[src/rtl/hazard_unit_pkg.sv]
// rtl/hazard_unit_pkg.sv - shared encodings for the pipeline hazard unit
package hazard_unit_pkg;

    // EX operand source selects
    localparam logic [1:0] FWD_RF  = 2'd0;
    localparam logic [1:0] FWD_MEM = 2'd1;
    localparam logic [1:0] FWD_WB  = 2'd2;

    // Bit positions inside the {rs2,rs1,rd} validity vector from decode
    localparam int VR_RD  = 0;
    localparam int VR_RS1 = 1;
    localparam int VR_RS2 = 2;

    // Winning hazard action for the current cycle, in priority order
    typedef enum logic [1:0] {
        HZ_NONE     = 2'd0,
        HZ_EXT      = 2'd1,
        HZ_REDIRECT = 2'd2,
        HZ_LOADUSE  = 2'd3
    } hz_act_e;

endpackage

[src/rtl/hazard_fwd_sel.sv]
// rtl/hazard_fwd_sel.sv - EX operand forwarding select for one source
module hazard_fwd_sel
    import hazard_unit_pkg::*;
#(
    parameter int REG_ADDR_W = 5
) (
    input  logic [REG_ADDR_W-1:0] src,
    input  logic                  src_v,
    input  logic                  mem_v,
    input  logic                  mem_regwrite,
    input  logic [REG_ADDR_W-1:0] mem_rd,
    input  logic                  wb_v,
    input  logic                  wb_regwrite,
    input  logic [REG_ADDR_W-1:0] wb_rd,
    output logic [1:0]            sel
);

    logic mem_hit;
    logic wb_hit;

    // x0 is hardwired, so a write to it can never be a forwarding source
    assign mem_hit = src_v & mem_v & mem_regwrite & (mem_rd == src) & (mem_rd != '0);
    assign wb_hit  = src_v & wb_v  & wb_regwrite  & (wb_rd  == src) & (wb_rd  != '0);

    // Youngest producer wins: MEM before WB
    always_comb begin
        sel = FWD_RF;
        if (mem_hit) begin
            sel = FWD_MEM;
        end else if (wb_hit) begin
            sel = FWD_WB;
        end
    end

endmodule

[src/rtl/hazard_unit.sv]
// rtl/hazard_unit.sv - load-use stall, redirect flush and forwarding control
module hazard_unit
    import hazard_unit_pkg::*;
#(
    parameter int REG_ADDR_W = 5,
    parameter int CNT_W      = 32
) (
    input  logic                  clk,
    input  logic                  rst_n,
    input  logic                  ID_Valid,
    input  logic [REG_ADDR_W-1:0] ID_rs1,
    input  logic [REG_ADDR_W-1:0] ID_rs2,
    input  logic [REG_ADDR_W-1:0] ID_rd,
    input  logic [2:0]            ID_ValidReg,
    input  logic                  ID_RegWrite,
    input  logic                  ID_MemRead,
    input  logic                  Redirect,
    input  logic                  ExtStall,
    output logic                  Stall,
    output logic                  FlushIFID,
    output logic                  FlushIDEX,
    output logic [1:0]            ForwardA,
    output logic [1:0]            ForwardB,
    output logic [CNT_W-1:0]      StallCount
);

    // EX stage record
    logic                  ex_v;
    logic [REG_ADDR_W-1:0] ex_rs1;
    logic [REG_ADDR_W-1:0] ex_rs2;
    logic                  ex_rs1v;
    logic                  ex_rs2v;
    logic [REG_ADDR_W-1:0] ex_rd;
    logic                  ex_rw;
    logic                  ex_mr;
    // MEM stage record
    logic                  mem_v;
    logic [REG_ADDR_W-1:0] mem_rd;
    logic                  mem_rw;
    logic                  mem_mr;
    // WB stage record
    logic                  wb_v;
    logic [REG_ADDR_W-1:0] wb_rd;
    logic                  wb_rw;

    logic                  lu;
    hz_act_e               act;
    logic [CNT_W-1:0]      stall_cnt;

    // Destination validity is implied by RegWrite; the decode bit is not needed here
    logic unused_vr_rd;
    assign unused_vr_rd = ID_ValidReg[VR_RD];

    // Load in EX whose result a valid ID source needs: one bubble required
    assign lu = ID_Valid & ex_v & ex_mr & ex_rw & (ex_rd != '0) &
                ((ID_ValidReg[VR_RS1] & (ID_rs1 == ex_rd)) |
                 (ID_ValidReg[VR_RS2] & (ID_rs2 == ex_rd)));

    // Resolve the single winning action: freeze, then redirect, then load-use
    always_comb begin
        act = HZ_NONE;
        if (ExtStall) begin
            act = HZ_EXT;
        end else if (Redirect) begin
            act = HZ_REDIRECT;
        end else if (lu) begin
            act = HZ_LOADUSE;
        end
    end

    // Decode the action into the pipeline control strobes
    always_comb begin
        Stall     = 1'b0;
        FlushIFID = 1'b0;
        FlushIDEX = 1'b0;
        case (act)
            HZ_EXT: begin
                Stall = 1'b1;
            end
            HZ_REDIRECT: begin
                FlushIFID = 1'b1;
                FlushIDEX = 1'b1;
            end
            HZ_LOADUSE: begin
                Stall     = 1'b1;
                FlushIDEX = 1'b1;
            end
            default: begin
            end
        endcase
    end

    // Advance the in-flight records unless the whole pipeline is frozen
    always_ff @(posedge clk or negedge rst_n) begin
        if (!rst_n) begin
            ex_v    <= 1'b0;
            ex_rs1  <= '0;
            ex_rs2  <= '0;
            ex_rs1v <= 1'b0;
            ex_rs2v <= 1'b0;
            ex_rd   <= '0;
            ex_rw   <= 1'b0;
            ex_mr   <= 1'b0;
            mem_v   <= 1'b0;
            mem_rd  <= '0;
            mem_rw  <= 1'b0;
            mem_mr  <= 1'b0;
            wb_v    <= 1'b0;
            wb_rd   <= '0;
            wb_rw   <= 1'b0;
        end else if (!ExtStall) begin
            wb_v    <= mem_v;
            wb_rd   <= mem_rd;
            wb_rw   <= mem_rw;
            mem_v   <= ex_v;
            mem_rd  <= ex_rd;
            mem_rw  <= ex_rw;
            mem_mr  <= ex_mr;
            ex_v    <= ID_Valid & ~FlushIDEX;
            ex_rs1  <= ID_rs1;
            ex_rs2  <= ID_rs2;
            ex_rs1v <= ID_ValidReg[VR_RS1];
            ex_rs2v <= ID_ValidReg[VR_RS2];
            ex_rd   <= ID_rd;
            ex_rw   <= ID_RegWrite;
            ex_mr   <= ID_MemRead;
        end
    end

    // Count load-use bubbles, sticking at all-ones
    always_ff @(posedge clk or negedge rst_n) begin
        if (!rst_n) begin
            stall_cnt <= '0;
        end else if ((act == HZ_LOADUSE) && (stall_cnt != {CNT_W{1'b1}})) begin
            stall_cnt <= stall_cnt + CNT_W'(1);
        end
    end

    assign StallCount = stall_cnt;

    hazard_fwd_sel #(.REG_ADDR_W(REG_ADDR_W)) u_fwd_a (
        .src          (ex_rs1),
        .src_v        (ex_v & ex_rs1v),
        .mem_v        (mem_v),
        .mem_regwrite (mem_rw),
        .mem_rd       (mem_rd),
        .wb_v         (wb_v),
        .wb_regwrite  (wb_rw),
        .wb_rd        (wb_rd),
        .sel          (ForwardA)
    );

    hazard_fwd_sel #(.REG_ADDR_W(REG_ADDR_W)) u_fwd_b (
        .src          (ex_rs2),
        .src_v        (ex_v & ex_rs2v),
        .mem_v        (mem_v),
        .mem_regwrite (mem_rw),
        .mem_rd       (mem_rd),
        .wb_v         (wb_v),
        .wb_regwrite  (wb_rw),
        .wb_rd        (wb_rd),
        .sel          (ForwardB)
    );

    // A load in MEM feeding EX means a missed load-use bubble upstream
    a_no_mem_load_fwd: assert property (@(posedge clk) disable iff (!rst_n)
        !(ex_v & mem_v & mem_mr & mem_rw & (mem_rd != '0) &
          ((ex_rs1v & (ex_rs1 == mem_rd)) | (ex_rs2v & (ex_rs2 == mem_rd)))));

endmodule

[config.mk]
export PLATFORM = sky130hd
export DESIGN_NAME = hazard_unit
export DESIGN_NICKNAME = d
export VERILOG_FILES = /design/src/rtl/hazard_unit_pkg.sv /design/src/rtl/hazard_fwd_sel.sv /design/src/rtl/hazard_unit.sv
export SDC_FILE = /design/constraint.sdc
export NUM_CORES = 1
export LEC_CHECK = 0
export ABC_AREA = 1
export CAP_MARGIN = 20
export CORE_MARGIN = 5
export CORE_UTILIZATION = 54
export CTS_CLUSTER_DIAMETER = 150
export DETAILED_ROUTE_END_ITERATION = 8
export GPL_ROUTABILITY_DRIVEN = 0
export MAX_ROUTING_LAYER = met4
export PLACE_DENSITY = 0.87
export RECOVER_POWER = 50
export SYNTH_ARGS = -nofsm -noshare
export SYNTH_HDL_FRONTEND = slang
export SYNTH_SLANG_ARGS = --single-unit
[constraint.sdc]
create_clock -name clk -period 1.9 [get_ports clk]
set_input_delay 0.38 -clock clk [delete_from_list [all_inputs] [get_ports clk]]
set_output_delay 0.38 -clock clk [all_outputs]
set_load 0.02 [all_outputs]
==> flow_metrics.py <==
metrics = {
    "synthesis": {
        "postSynthAreaPerCell_um2": 7.00,
        "yosys.area.top_type": "dfrtp_1",
        "synth_warnings": 0,
        "synth_area_um2": 4010,
        "ys_seq_area_share_pct": 41.2,
        "synth-edff-count": 0,
        "synthTopCellsByArea": "dfrtp_1, nand2_1, nor2_1, inv_1, o21ai_0",
        "ys_ff_latch": 66,
        "syn_nets": 599,
        "synthCells": 573,
        "async_flop_share_pct": 100,
        "yosys.area.top_type_share_pct": 41.2,
        "synth_top_flop_cell": "dfrtp_1",
        "synth_cell_types": 32,
    },
    "drt": {
        "drc": 0,
        "antenna_left": 0,
        "viasPerCell": 5.62,
        "drt_wl_total_um": 13100,
        "drtIter0Drc": 428,
        "firstDrtPassIters": 5,
        "vias": 4488,
        "wl_per_cell_um": 16.4,
    },
    "global_route": {
        "grt_pass1_wl_um": 20100,
        "grt_overflow_total": 0,
        "grt_max_degree": 33,
        "grt_usage_pct": 29.2,
        "grt_pass1_vias": 4345,
        "antenna_found_initial": 0,
    },
    "final_layout": {
        "layout-drive-gt1-share_pct": 20.2,
        "final_cell_mix": "nand2_1, dfrtp_1, buf_4",
        "post-route-util_pct": 77.1,
        "synthToLayoutAreaGrowth_pct": 39.6,
        "final_common_cell": "nand2_1",
        "antenna_cells": 0,
        "fin_area_um2": 5600,
        "nets": 721,
    },
    "power": {
        "vdd_drop_max_mv": 0.354,
        "p_sw_share_pct": 27.4,
        "p_int_mw": 2.45,
        "clockPowerShare_pct": 36.8,
        "p_per_area_nw_per_um2": 603,
        "power_frac_seq_pct": 46.8,
        "power_frac_comb_pct": 16.5,
        "total_leakage_power_nw": 2.82,
        "power_switching_uw": 926,
    },
    "critical_path": {
        "cp_slowest_cell": "dfrtp_1",
        "critPathMaxFanout": 4,
        "critPathRequiredTime_ps": 1520,
        "cp_top_family": "simple AND/OR/NAND/NOR gates",
        "critPathKind": "flip-flop to output port",
        "endpoint_kind": "output port",
        "arrival_ps": 1690,
        "start_kind": "flip-flop",
        "path_buf_inv": 2,
        "cp_common_cell": "nand2_1",
        "max_stage_delay_ps": 400,
        "worstPathCellList": "inv_2 -> nand2_1 -> nand2_1 -> nor2_2 -> nand3_2 -> nand2_4 -> nand3_4 -> o21ai_2 -> buf_6",
    },
    "sta": {
        "fin_crit_ps": 2070,
        "maxSlewHeadroom_pct": 23.3,
        "worst_slew_pin_slew_ps": 1150,
        "rsz0062_at_grt": "yes",
        "slew_violations": 0,
        "layout_setup_ws_ps": -173,
        "period_share_pct": 109,
        "timing.fmax_mhz": 482,
        "finalHoldViolCount": 0,
        "setup_viol": 38,
        "finalClockSkew_ps": 8.61,
        "fin_tns_setup_ps": -1670,
        "timing.hold.ws_ps": 239,
    },
    "placement": {
        "post-dp-hpwl_um": 8300,
        "port_buffers": 62,
        "placed_area_um2": 4990,
    },
    "clocking": {
        "cts_buffer_depth": 2,
        "clkTransAtPathRegs_ps": 70,
        "clockRootBuffer": "clkbuf_8",
        "cts_hold_repair.buffers": 0,
        "cts_tree": "built",
        "h-tree-depth": 3,
        "cts.sinks": 66,
        "numCtsBuffers": 9,
        "clock_latency_ps": 350,
    },
    "floorplan": {
        "start_util_pct": 55.3,
        "coreArea_um2": 7250,
        "die_h_um": 96.2,
        "die_area_um2": 9250,
        "die_w_um": 96.2,
        "ios": 64,
        "rows": 31,
    },
    "worst_hold_path": {
        "hp-class": "primary input to async pin",
    },
    "run": {
        "maxCapViolCount": 0,
    },
    "status": {
        "outcome": "complete, but fails checks",
        "failed_checks": "negative setup slack",
    },
}
-- per-layer routing --
layer	vias to the layer above	share of wire [%]	track usage [%]
met1	2091	37	33.5
met3	85	7.6	6.33
met5	-	0	-
met4	0	6.0	17.4
met2	293	49	46.8
li1	2019	-	-
-- registers in the layout (all words and copies together), names as in the netlist --
register and count:
StallCount 32, ex_rd 5, ex_rs1 5, ex_rs2 5, mem_rd 5, wb_rd 5, ex_mr 1, ex_rs1v 1
ex_rs2v 1, ex_rw 1, ex_v 1, mem_rw 1, mem_v 1, wb_rw 1, wb_v 1
-- Yosys cell counts, types with 2 or more instances --
cell and number:
buf_6 6, nor2_2 4, inv_2 6, nand2_1 263, xnor2_1 12, nor2_4 4
a21oi_1 2, nand2_2 2, clkbuf_1 6, nor2_1 48, nand3b_1 9, nand4_1 7
o21ai_0 33, inv_1 44, nor4_1 2, xor2_1 18, nand3_1 12, buf_4 2
dfrtp_1 66, nor3_1 15
-- cell families (layout without fill, tap and decap cells) --
kind of cell	after synthesis	after routing	synth area share [%]
AND/OR/NAND/NOR	372	372	39.4
adder cells (fa/ha/maj)	1	1	0.312
XOR/XNOR	30	30	6.55
flip-flops	66	66	41.2
buffers and inverters	66	192	7.52
AO/OA/AOI/OAI	38	38	5.03
-- worst reg2reg max path, cell delays in order (launching register included) --
cell       delay (ps)
dfrtp_1           400
inv_2              80
nand2_1            90
nand2_1            70
nor2_2            160
nand3_2           140
nand2_4           120
nand3_4            80
buf_4             140
buf_6             110
nor2_4            130
buf_6             130
bufbuf_16         240
nand2_1            50
nand2_1            50
-- timing repair --
action,in CTS,in global routing
setup buffers,20,8
pin swaps,14,12
resized for setup,71,41
cloned,2,0
endpoints found under the hold margin,0,0
endpoints found under the setup margin,11,44
-- power groups by stage --
stage / sequential, mW / combinational (mW) / clock (mW)
floorplan: 1.57 / 0.209 / 0
global placement: 1.58 / 0.413 / 0
detailed placement: 1.59 / 0.426 / 0
CTS: 1.57 / 0.490 / 1.24
global route: 1.58 / 0.607 / 1.31
finish: 1.58 / 0.556 / 1.24
-- area by class of cell --
type / count / area [um2]
Sequential cell: 66 / 1660
Multi-Input combinational cell: 441 / 2200
Tap cell: 99 / 124
Timing Repair Buffer: 126 / 1220
Clock inverter: 2 / 35.0
Clock buffer: 13 / 169
Inverter: 51 / 191
Fill cell: 474 / 1660
-- path summary, 6_finish.rpt --
check                               start             to  slack [ps]  cells after the start
worst max-delay path             ex_rd[3]      FlushIDEX        -170                      9
worst min-delay path                rst_n       wb_rd[2]         240                      1
worst max register to register   ex_rd[3]  StallCount[6]        -150                     14
worst min register to register      ex_mr          ex_mr         490                      2
max in group asynchronous           rst_n      mem_rd[1]         320                      2
min in group clk                ID_rs2[1]      ex_rs2[1]         360                      3
-- per-stage QoR --
step / instances / total power [mW] / setup WS [ps]
2_1_floorplan: 573 / 1.77 / 98.1
3_3_place_gp: 758 / 2.00 / -621
3_5_place_dp: 758 / 2.01 / -675
4_1_cts: 794 / 3.30 / -104
5_1_grt: 798 / 3.50 / -257
6_report: 798 / 3.38 / -173
(Power assumes the default switching activity.)
==> patch: new RTL, same flow settings <==
Put one more register stage on the output `StallCount`. The value now appears one clock later. The other outputs are not delayed to match.
--- a/src/rtl/hazard_unit.sv
+++ b/src/rtl/hazard_unit.sv
@@ -136,7 +136,9 @@
         end
     end
 
-    assign StallCount = stall_cnt;
+    always_ff @(posedge clk) begin
+        StallCount <= stall_cnt;
+    end
 
     hazard_fwd_sel #(.REG_ADDR_W(REG_ADDR_W)) u_fwd_a (
         .src          (ex_rs1),
Check against the original RTL: not equivalent (a bounded check fails within 4 cycles, from zero or initial values and one cycle with rst_n low).
==> patch against the original RTL <==
The flow still finishes with violations (setup timing). Fmax fell by 1.6%. Routed wire length fell by 3.2%. Synthesized area rose by 16%. Sequential cell count rose by 32. Setup slack got worse by 0.034 ns. Cell area rose by 8.2%. Via count fell by 1.1%. Total power rose by 23%. Critical path type unchanged. Critical endpoint is now ForwardA[1].
==> patch: results (changes against the original RTL) <==
Finish
  – Area Overhead vs Synth: 30.7% (was 39.6%)
  – Post-route insts no fill: 820 (was 798)
  – Invs w/o clock: 50 (was 51)
  – Bufs w/o clock: 109 (was 126)
  – Data buffer area share: 17.3% (was 21.7%)

Timing
  – Clock skew: 0.0161 ns (was 0.00861 ns)
  – Worst hold slack: 0.312 ns (was 0.239 ns)
  – Setup violations, final: 7 (was 38)
  – Final Worst Setup Slack: -0.207 ns (was -0.173 ns)

Detailed routing
  – Routed wire length: 12700 um (was 13100 um)
  – Via density: 5.41 (was 5.62)

CTS
  – Post-CTS setup buffers: 8 (was 20)

Pwr
  – Power Clock: 1410 uW (was 1240 uW)
  – Peak VDD IR: 0.000483 V (was 0.000354 V)
  – Sequential power: 2250 uW (was 1580 uW)
  – Switching Share: 26.0% (was 27.4%)

Critical path
  – Critical path fanouts, max: 2 (was 4)
  – Crit path from: ex_v$_DFFE_PN0N_ (was ex_rd[3]$_DFFE_PN0N_)

GRT
  – GR Layer Usage met1: 29.5% (was 33.5%)
  – Grt met2 use: 39.8% (was 46.8%)

Placed design
  – Dpl hpwl: 8700 um (was 8300 um)

Synth
  – Post-Syn Area per Cell: 7.66 um^2 (was 7.00 um^2)
  – Top cells by area, synth: dfrtp_1 (36%), nand2_1 (21%), dfxtp_1 (14%) (was dfrtp_1 (41%), nand2_1 (25%), nor2_1 (4.5%))
  – Post-synthesis sequential area ratio: 49.5% (was 41.2%)

Run status
  – Failing checks: setup timing (unchanged)
  – Status: finished, violations left (unchanged)
-- patch: changes by cell type in the layout (fill, tap and decap cells not counted), sizes merged, moves of 2 or more --
| cell | delta |
|---|---|
| dlymetal6s2s | -2 |
| nand3 | -2 |
| nand2 | +3 |
| dfxtp | +32 |
| nand3b | -2 |
| dlygate4sd2 | -7 |
| dlygate4sd3 | +2 |
| clkdlybuf4s50 | +7 |
| clkinv | +2 |
| nor3 | +3 |
| clkbuf | +3 |
| buf | -22 |
-- patch: logic make-up (layout without fill, tap and decap cells) --
group	count (synthesis)	after routing	synth area share (%)
adder cells (fa/ha/maj)	1	1	0.270
XOR/XNOR	30	30	5.67
buffers and inverters	65	175	6.43
AO/OA/AOI/OAI	38	38	4.35
AND/OR/NAND/NOR	373	373	33.8
flip-flops	98	98	49.5
